[src/rtl/riscv_mc_pkg.sv]
// Shared types and constants for the multicycle RV32I controller.
// State, opcode and datapath-select encodings used by the FSM and ALU decoder.
// Purely declarative; no logic beyond the immediate-format helper.
package riscv_mc_pkg;

    typedef enum logic [3:0] {
        FETCH,
        DECODE,
        MEMADR,
        MEMREAD,
        MEMWB,
        MEMWRITE,
        EXECR,
        EXECI,
        ALUWB,
        BEQ,
        JAL,
        TRAP
    } state_e;

    localparam logic [6:0] OP_LOAD   = 7'b0000011;
    localparam logic [6:0] OP_STORE  = 7'b0100011;
    localparam logic [6:0] OP_R      = 7'b0110011;
    localparam logic [6:0] OP_I      = 7'b0010011;
    localparam logic [6:0] OP_BRANCH = 7'b1100011;
    localparam logic [6:0] OP_JAL    = 7'b1101111;

    typedef enum logic [2:0] {
        ALU_ADD = 3'b000,
        ALU_SUB = 3'b001,
        ALU_AND = 3'b010,
        ALU_OR  = 3'b011,
        ALU_SLT = 3'b101
    } alu_ctrl_e;

    // ALUOp: fixed add, fixed sub, or decode from funct fields
    typedef enum logic [1:0] {
        ALUOP_ADD   = 2'b00,
        ALUOP_SUB   = 2'b01,
        ALUOP_FUNCT = 2'b10
    } alu_op_e;

    typedef enum logic [1:0] {
        IMM_I = 2'b00,
        IMM_S = 2'b01,
        IMM_B = 2'b10,
        IMM_J = 2'b11
    } imm_src_e;

    typedef enum logic [1:0] {
        RES_ALUOUT    = 2'b00,
        RES_DATA      = 2'b01,
        RES_ALURESULT = 2'b10
    } result_src_e;

    typedef enum logic [1:0] {
        SRCA_PC    = 2'b00,
        SRCA_OLDPC = 2'b01,
        SRCA_RS1   = 2'b10
    } alu_src_a_e;

    typedef enum logic [1:0] {
        SRCB_RS2  = 2'b00,
        SRCB_IMM  = 2'b01,
        SRCB_FOUR = 2'b10
    } alu_src_b_e;

    // Immediate format selected purely from the opcode; I-format otherwise
    function automatic imm_src_e imm_src_of(input logic [6:0] op);
        case (op)
            OP_STORE:  return IMM_S;
            OP_BRANCH: return IMM_B;
            OP_JAL:    return IMM_J;
            default:   return IMM_I;
        endcase
    endfunction

endpackage

[src/rtl/riscv_mc_alu_dec.sv]
// ALU control decoder: maps ALUOp/funct3/funct7[5]/op[5] to an ALU operation.
// Latency: purely combinational.
// Backpressure: none; no handshake.
module riscv_alu_dec
    import riscv_mc_pkg::*;
(
    input  alu_op_e    alu_op,
    input  logic [2:0] funct3,
    input  logic       funct7b5,
    input  logic       op5,
    output alu_ctrl_e  alu_control
);

    // Fixed add/sub for address and branch work, funct decode for R/I execute
    always_comb begin
        alu_control = ALU_ADD;
        case (alu_op)
            ALUOP_SUB: alu_control = ALU_SUB;
            ALUOP_FUNCT: begin
                case (funct3)
                    // sub only for R-type; addi with imm[10]=1 must stay an add
                    3'b000:  alu_control = (op5 & funct7b5) ? ALU_SUB : ALU_ADD;
                    3'b010:  alu_control = ALU_SLT;
                    3'b110:  alu_control = ALU_OR;
                    3'b111:  alu_control = ALU_AND;
                    default: alu_control = ALU_ADD;
                endcase
            end
            default: alu_control = ALU_ADD;
        endcase
    end

endmodule

[src/rtl/riscv_mc_ctrl.sv]
// Multicycle RV32I main controller: Moore FSM steering a shared memory port and ALU.
// Latency: lw 5, sw 4, R/I 4, beq 3, jal 4 cycles with zero memory wait states.
// Backpressure: FETCH/MEMREAD/MEMWRITE hold until mem_ready_i; RISCV_MC_CTRL_PERF_CNT_EN adds counters.
module riscv_mc_ctrl
    import riscv_mc_pkg::*;
#(
    parameter int XLen = 32,
    parameter int ILen = 32
)
(
    input  logic            clk_i,
    input  logic            rst_i,
    input  logic [6:0]      op_i,
    input  logic [2:0]      funct3_i,
    input  logic            funct7b5_i,
    input  logic            zero_i,
    input  logic            mem_ready_i,
    output logic            mem_req_o,
    output logic            mem_we_o,
    output logic            adr_src_o,
    output logic            ir_write_o,
    output logic            pc_write_o,
    output logic            reg_write_o,
    output logic [1:0]      result_src_o,
    output logic [1:0]      alu_src_a_o,
    output logic [1:0]      alu_src_b_o,
    output logic [1:0]      imm_src_o,
    output logic [2:0]      alu_control_o,
    output logic            illegal_o
`ifdef RISCV_MC_CTRL_PERF_CNT_EN
    ,
    output logic [XLen-1:0] cycle_cnt_o,
    output logic [XLen-1:0] instret_cnt_o
`endif
);

    // The decoder needs funct7[5] at bit 30 and counters need a real width
    if (ILen < 31 || XLen < 1) begin : g_param_check
        $error("riscv_mc_ctrl: ILen must be >= 31 and XLen >= 1");
    end

    state_e    state_q;
    alu_op_e   alu_op;
    alu_ctrl_e alu_ctrl;

    // State register: sequences fetch/decode/execute/memory/writeback
    always_ff @(posedge clk_i) begin
        if (rst_i) begin
            state_q <= FETCH;
        end else begin
            case (state_q)
                FETCH:    if (mem_ready_i) state_q <= DECODE;
                DECODE: begin
                    case (op_i)
                        OP_LOAD, OP_STORE: state_q <= MEMADR;
                        OP_R:              state_q <= EXECR;
                        OP_I:              state_q <= EXECI;
                        OP_BRANCH:         state_q <= BEQ;
                        OP_JAL:            state_q <= JAL;
                        default:           state_q <= TRAP;
                    endcase
                end
                MEMADR:   state_q <= (op_i == OP_LOAD) ? MEMREAD : MEMWRITE;
                MEMREAD:  if (mem_ready_i) state_q <= MEMWB;
                MEMWB:    state_q <= FETCH;
                MEMWRITE: if (mem_ready_i) state_q <= FETCH;
                EXECR:    state_q <= ALUWB;
                EXECI:    state_q <= ALUWB;
                ALUWB:    state_q <= FETCH;
                BEQ:      state_q <= FETCH;
                JAL:      state_q <= ALUWB;
                TRAP:     state_q <= TRAP;
                default:  state_q <= FETCH;
            endcase
        end
    end

    // Moore output decode; only the ready/zero gating depends on live inputs
    always_comb begin
        mem_req_o    = 1'b0;
        mem_we_o     = 1'b0;
        adr_src_o    = 1'b0;
        ir_write_o   = 1'b0;
        pc_write_o   = 1'b0;
        reg_write_o  = 1'b0;
        result_src_o = RES_ALUOUT;
        alu_src_a_o  = SRCA_PC;
        alu_src_b_o  = SRCB_RS2;
        alu_op       = ALUOP_ADD;
        case (state_q)
            FETCH: begin
                mem_req_o    = 1'b1;
                ir_write_o   = mem_ready_i;
                pc_write_o   = mem_ready_i;
                alu_src_b_o  = SRCB_FOUR;
                result_src_o = RES_ALURESULT;
            end
            DECODE: begin
                alu_src_a_o = SRCA_OLDPC;
                alu_src_b_o = SRCB_IMM;
            end
            MEMADR: begin
                alu_src_a_o = SRCA_RS1;
                alu_src_b_o = SRCB_IMM;
            end
            MEMREAD: begin
                mem_req_o = 1'b1;
                adr_src_o = 1'b1;
            end
            MEMWB: begin
                result_src_o = RES_DATA;
                reg_write_o  = 1'b1;
            end
            MEMWRITE: begin
                mem_req_o = 1'b1;
                mem_we_o  = 1'b1;
                adr_src_o = 1'b1;
            end
            EXECR: begin
                alu_src_a_o = SRCA_RS1;
                alu_op      = ALUOP_FUNCT;
            end
            EXECI: begin
                alu_src_a_o = SRCA_RS1;
                alu_src_b_o = SRCB_IMM;
                alu_op      = ALUOP_FUNCT;
            end
            ALUWB: begin
                reg_write_o = 1'b1;
            end
            BEQ: begin
                alu_src_a_o = SRCA_RS1;
                alu_op      = ALUOP_SUB;
                pc_write_o  = zero_i;
            end
            JAL: begin
                alu_src_a_o = SRCA_OLDPC;
                alu_src_b_o = SRCB_FOUR;
                pc_write_o  = 1'b1;
            end
            default: ;
        endcase
        // A reset cycle must never commit anything, even mid-instruction
        if (rst_i) begin
            mem_req_o   = 1'b0;
            mem_we_o    = 1'b0;
            ir_write_o  = 1'b0;
            pc_write_o  = 1'b0;
            reg_write_o = 1'b0;
        end
    end

    riscv_alu_dec u_alu_dec (
        .alu_op      (alu_op),
        .funct3      (funct3_i),
        .funct7b5    (funct7b5_i),
        .op5         (op_i[5]),
        .alu_control (alu_ctrl)
    );

    assign alu_control_o = alu_ctrl;
    assign imm_src_o     = imm_src_of(op_i);
    // TRAP is absorbing, so the flag is sticky until reset clears it
    assign illegal_o     = (state_q == TRAP) && !rst_i;

`ifdef RISCV_MC_CTRL_PERF_CNT_EN
    logic instret_evt;

    assign instret_evt = (state_q == MEMWB) || (state_q == ALUWB) || (state_q == BEQ) ||
                         ((state_q == MEMWRITE) && mem_ready_i);

    // Free-running cycle and retired-instruction counters, wrapping naturally
    always_ff @(posedge clk_i) begin
        if (rst_i) begin
            cycle_cnt_o   <= '0;
            instret_cnt_o <= '0;
        end else begin
            cycle_cnt_o <= cycle_cnt_o + 1'b1;
            if (instret_evt) begin
                instret_cnt_o <= instret_cnt_o + 1'b1;
            end
        end
    end
`endif

endmodule

[config.mk]
export PLATFORM = sky130hd
export DESIGN_NAME = riscv_mc_ctrl
export DESIGN_NICKNAME = d
export VERILOG_FILES = /design/src/rtl/riscv_mc_pkg.sv /design/src/rtl/riscv_mc_alu_dec.sv /design/src/rtl/riscv_mc_ctrl.sv
export SDC_FILE = /design/constraint.sdc
export NUM_CORES = 1
export LEC_CHECK = 0
export ABC_CLOCK_PERIOD_IN_PS = 5940
export CORE_AREA = 2 2 44 46
export DETAILED_ROUTE_END_ITERATION = 12
export DIE_AREA = 0 0 46 48
export PLACE_DENSITY_LB_ADDON = 0.3
export SLEW_MARGIN = 20
export SYNTH_ARGS = -nofsm -noshare
export SYNTH_HDL_FRONTEND = slang
export SYNTH_SLANG_ARGS = --single-unit
[constraint.sdc]
create_clock -name clk_i -period 5.94 [get_ports clk_i]
set_clock_uncertainty 0.15 [all_clocks]
set_input_delay 1.188 -clock clk_i [delete_from_list [all_inputs] [get_ports clk_i]]
set_output_delay 1.188 -clock clk_i [all_outputs]
set_load 0.01 [all_outputs]
### Yosys cells after proc, flatten, opt, wreduce, memory -nomap -nowiden

Index checks and enable logic that the tools add are counted.

| storage, ports and cells | value |
|---|---|
| register bits after elaboration | 4 |
| output and inout port bits | 18 |
| logic and storage cells | 67 |

| cells by class | value |
|---|---|
| eq/ne operators | 25 |
| muxes and demuxes | 25 |
| bitwise gates (word level) | 1 |
| reductions and logical operators | 15 |

Operators by type and width:

| cell | count |
|---|---|
| 4-bit case mux with 7 select lines | 1 |
| 4-bit case mux with 5 select lines | 1 |
| 4-bit by 3-bit == test with 1-bit output, second input constant | 4 |
| 4-bit == test, second input constant | 4 |
| 2-bit case mux with 2 select lines | 4 |
| 7-bit by 6-bit == test with 1-bit output, second input constant | 2 |
| 7-bit == test, second input constant | 2 |
| 4-bit 2-to-1 mux | 3 |
| 3-bit case mux with 4 select lines | 1 |
| 2-bit OR reduction | 6 |
| 1-bit 2-to-1 mux | 11 |
| 3-bit OR reduction | 3 |
| 4-bit by 2-bit == test with 1-bit output, second input constant | 2 |
| 7-bit by 2-bit == test with 1-bit output, second input constant | 1 |
| 7-bit by 5-bit == test with 1-bit output, second input constant | 1 |
| 3-bit == test, second input constant | 2 |
| 2-bit inequality test, second input constant | 3 |
| 2-bit case mux with 3 select lines | 1 |
| 3-bit case mux with 2 select lines | 1 |
| 4-bit by 1-bit == test with 1-bit output, second input constant | 1 |
| 4-bit zero test | 1 |
| 4-bit OR reduction | 1 |
| 3-bit by 2-bit == test with 1-bit output, second input constant | 1 |
| 3-bit zero test | 1 |
| other kinds (8) | 8 |

### Longest topological paths before layout

| logic depth | value |
|---|---|
| word-level depth | 5 |
| mapped depth | 10 |

### Cells and area by module

Synthesis repeated with hierarchy kept, for this count alone.

| second synthesis, totals | value |
|---|---|
| cell total of the unflattened synthesis | 103 |
| area, all modules | 723.2 µm² |

Modules (own cells, without submodules):

| module | times used | cells each | area an instance (µm²) | seq. area each (µm²) |
|---|---|---|---|---|
| riscv_mc_ctrl | 1 | 92 | 626.9 | 80.1 |
| riscv_alu_dec | 1 | 11 | 96.3 | 0.0 |

### Least setup slack after synthesis

No wires, ideal clock.

| path | value |
|---|---|
| kind | input-to-output |
| from | in op_i[3] |
| to | out imm_src_o[0] |
| data arrival time | 1.967 ns |
| path slack | 2.635 ns |
| cell stages on the path | 4 |
| path buffers | 0 |
| cell sequence | nor4bb_1 nand2b_1 o21ai_0 and2_1 |

| between the ends | value |
|---|---|
| cells in the longest elaborated chain, start to end | 2 |

Ends and longest elaborated chain:

| item | RTL line | text |
|---|---|---|
| start, declared | riscv_mc_ctrl.sv:13 | `input logic [6:0] op_i,` |
| 7-bit == test or 7-bit by 6-bit == test with 1-bit output (tied branches) | riscv_mc_pkg.sv:70 | `case (op)` |
| 2-bit case mux with 3 select lines * | riscv_mc_pkg.sv:70 |  |
| end, declared | riscv_mc_ctrl.sv:27 | `output logic [1:0] imm_src_o,` |

Every way passes the cells marked *; elsewhere a longest branch is shown, timed or not.

### Worst setup path after layout

| path | value |
|---|---|
| from | in op_i[0] |
| to | out imm_src_o[0] |

Same word-level chain as after synthesis.

==> results.md <==
- Tcrit/Tclk final: 76.2%
- Drt drc: 0
- Drt total wl: 1890 um
- Full die area: 0.00221 mm2
- CTS tree: done
- Synth-to-layout area growth: 43.4%
- Root buffer cell: clkbuf_4
- Starting density of the core: 41.8%
- Slew HR: 55.4%
- CTS resizes: 0
- Final Hold Fails: 0
- Most common cell after layout, fill and taps aside: clkdlybuf4s50_1
- Worst Path Arrival: 3.19 ns
- All-layer global routing usage: 17.8%
- Post-CTS setup buffers: 0
- Core area: 0.00169 mm2
- Yosys warnings: 0
- Drt wl/cell: 13.0 um
- Max-cap violations: 0
- Worst hold path class: reg2reg
- Post-CTS Hold Buffers: 0
- Mapped Cells: 104
- Final instance area: 0.00101 mm2
- Drt pass-1 iters: 4
- Reg-to-reg startpoint: state_q[1]
- # setup viols final: 0
- Initial antenna violation count: 0
- Area contributors post-synth: dfxtp_1 (11%), nor3_1 (7.8%), nor2_1 (5.3%), a21oi_1 (5.0%), nor2b_1 (4.4%)
- Cts bufs inserted: 3
- Worst endpoint required time: 4.60 ns
- Outcome: finished clean
- Via/cell ratio: 5.83
- Worst slew pin tran: 0.668 ns
- Most frequent cells in the layout: clkdlybuf4s50_1 (32), nor3_1 (11), nor2_1 (10), a21oi_1 (7)
- Longest Clk Path Bufs: 2
- Cell variety after synth: 42
- Largest Register: state_q
- Hold Crit Start: state_q[0]
- Worst IR Drop VDD: 0.000114 V
- Syn Nets: 121
- Routed Antenna Nets: 0
- Share of the synthesized area in the top cell type: 11.3%
- Reg clk slew, reported paths: 0.03 ns
- Layout Nets: 147
- Cell Pwr Density: 165 mW/mm2
- Area leader, netlist: dfxtp_1
- Post-synthesis sequential area ratio: 11.3%
- RR Endpoint: state_q[1]
- Top flop regs: state_q x4
- Worst path cell trace: clkdlybuf4s50_1 > nor4bb_1 > nand2b_1 > o21ai_0 > and2_1 > clkdlybuf4s50_1
- Die Y: 48 um
- Slowest-stage cell, CP: nor4bb_1
- Worst-Skew Late Latency: 0.23 ns
- Min Clock Period, post-route: 4.53 ns
- EDFF count, synth: 0
- GPL Wtd Cong: 0.785
- Synth Flop Type: dfxtp_1
- Setup CP Type: in2out
- Drt first-iter violations: 31
- Avg Inst Size Synth: 6.79 um2
- CP Launch Type: primary input
- Synth Cell Area: 706 um2
- Hold Path End: state_q[0]
- Via count: 846
- Row Count: 15
- Highest achievable clock rate: 0.221 GHz
- Vias in the first global route: 752
- Pin count of the biggest net entering global routing: 23
- Async set-or-reset flop fraction in the synthesized netlist: 0%
- RSZ-0062 raised after global routing: no
- Grt total ovfl: 0
- Hold path depth: 2
- Worst-path fanout max: 4
- Fraction of final layout cells sized beyond drive strength 1: 7.81%
- Critical path's largest stage delay: 0.54 ns
- Ports: 33
- Worst Setup End Kind: output pin
- CTS Sinks: 4
- Global-route wire length before repair: 3020 um
- Sum of negative setup slack: 0 ns
- H-tree depth: 1
- HPWL after DPL: 1390 um
- Port Buffers: 32
- Worst r2r path cells: 3
- Area post-placement: 990 um2
- #FFs+latches synth: 4
- Reg2reg setup slack: 3.76 ns
- Final slew viol count: 0
- Die W: 46 um
- Critical Path Most Common Cell: clkdlybuf4s50_1
- Largest register FFs: 4
- N_diodes: 0
- Pleak: 0.380 nW
-- through the flow --
stage,worst slack [ns],instances,util [%],hold WS [ns],power (W)
6_report,1.41,145,59.9,0.693,0.000167
5_1_grt,1.25,145,59.9,0.754,0.000178
4_1_cts,1.44,145,59.9,0.691,0.000167
3_5_place_dp,1.44,142,58.6,0.692,0.000135
3_3_place_gp,1.56,142,58.6,0.662,0.000133
2_1_floorplan,2.63,104,-,0.519,0.0000958
-- cells by family (layout without fill, tap and decap cells) --
family / after synthesis / after routing / share of synthesized area [%]
multiplexers: 1 / 1 / 1.42
adder cells (fa/ha/maj): 2 / 2 / 3.55
flip-flops: 4 / 4 / 11.3
buffers and inverters: 15 / 39 / 10.3
AO/OA/AOI/OAI: 23 / 23 / 23.8
XOR/XNOR: 3 / 3 / 3.72
AND/OR/NAND/NOR: 56 / 56 / 45.9
-- report_power, final --
part           internal [W]  switching [W]  total [W]
clock network     0.0000225     0.00000985  0.0000324
logic             0.0000520      0.0000381  0.0000901
registers         0.0000300      0.0000144  0.0000444
total              0.000104      0.0000624   0.000167
-- worst max-delay path: cells and delay by family --
kind                   cells  cell delay (ns)
AOI/OAI and AO/OA          1             0.10
and+or+nand+nor            3             0.87
buffers and inverters      2             1.03
-- metal layers --
| layer | GRT usage (%) | share of wire (%) | vias up |
|---|---|---|---|
| met4 | 1.71 | 0 | 0 |
| met5 | 0 | 0 | - |
| met3 | 1.89 | 7.6 | 0 |
| met1 | 21.3 | 43 | 376 |
| li1 | - | - | 434 |
| met2 | 35.0 | 49 | 36 |
-- cells in the mapped netlist (2+ instances only) --
cell type,instances
nor3_1,11
nor2_1,10
a21oi_1,7
clkbuf_1,7
nand2_1,5
nor2b_1,5
dfxtp_1,4
inv_1,4
o21ai_0,4
and3_1,3
nand2b_1,3
nand3_1,3
nor4_1,3
buf_6,2
ha_1,2
nand3b_1,2
o211ai_1,2
or4b_4,2
xnor2_1,2
-- how the worst max path moves through the flow --
stage / end / slack (ns) / depth (start not counted) / start
6_report: imm_src_o[0] / 1.41 / 6 / op_i[0]
3_3_place_gp: imm_src_o[0] / 1.56 / 6 / op_i[0]
2_1_floorplan: imm_src_o[0] / 2.63 / 4 / op_i[3]
4_1_cts: imm_src_o[0] / 1.44 / 6 / op_i[0]
3_5_place_dp: imm_src_o[0] / 1.44 / 6 / op_i[0]
5_1_grt: imm_src_o[0] / 1.25 / 6 / op_i[0]
-- area by class of cell --
cell class                      instances  area (um2)
Sequential cell                         4        80.1
Tap cell                               17        21.3
Multi-Input combinational cell         85         553
Inverter                                4        15.0
Timing Repair Buffer                   32         320
Clock buffer                            3        22.5
Fill cell                             166         677
(Power assumes the default switching activity.)
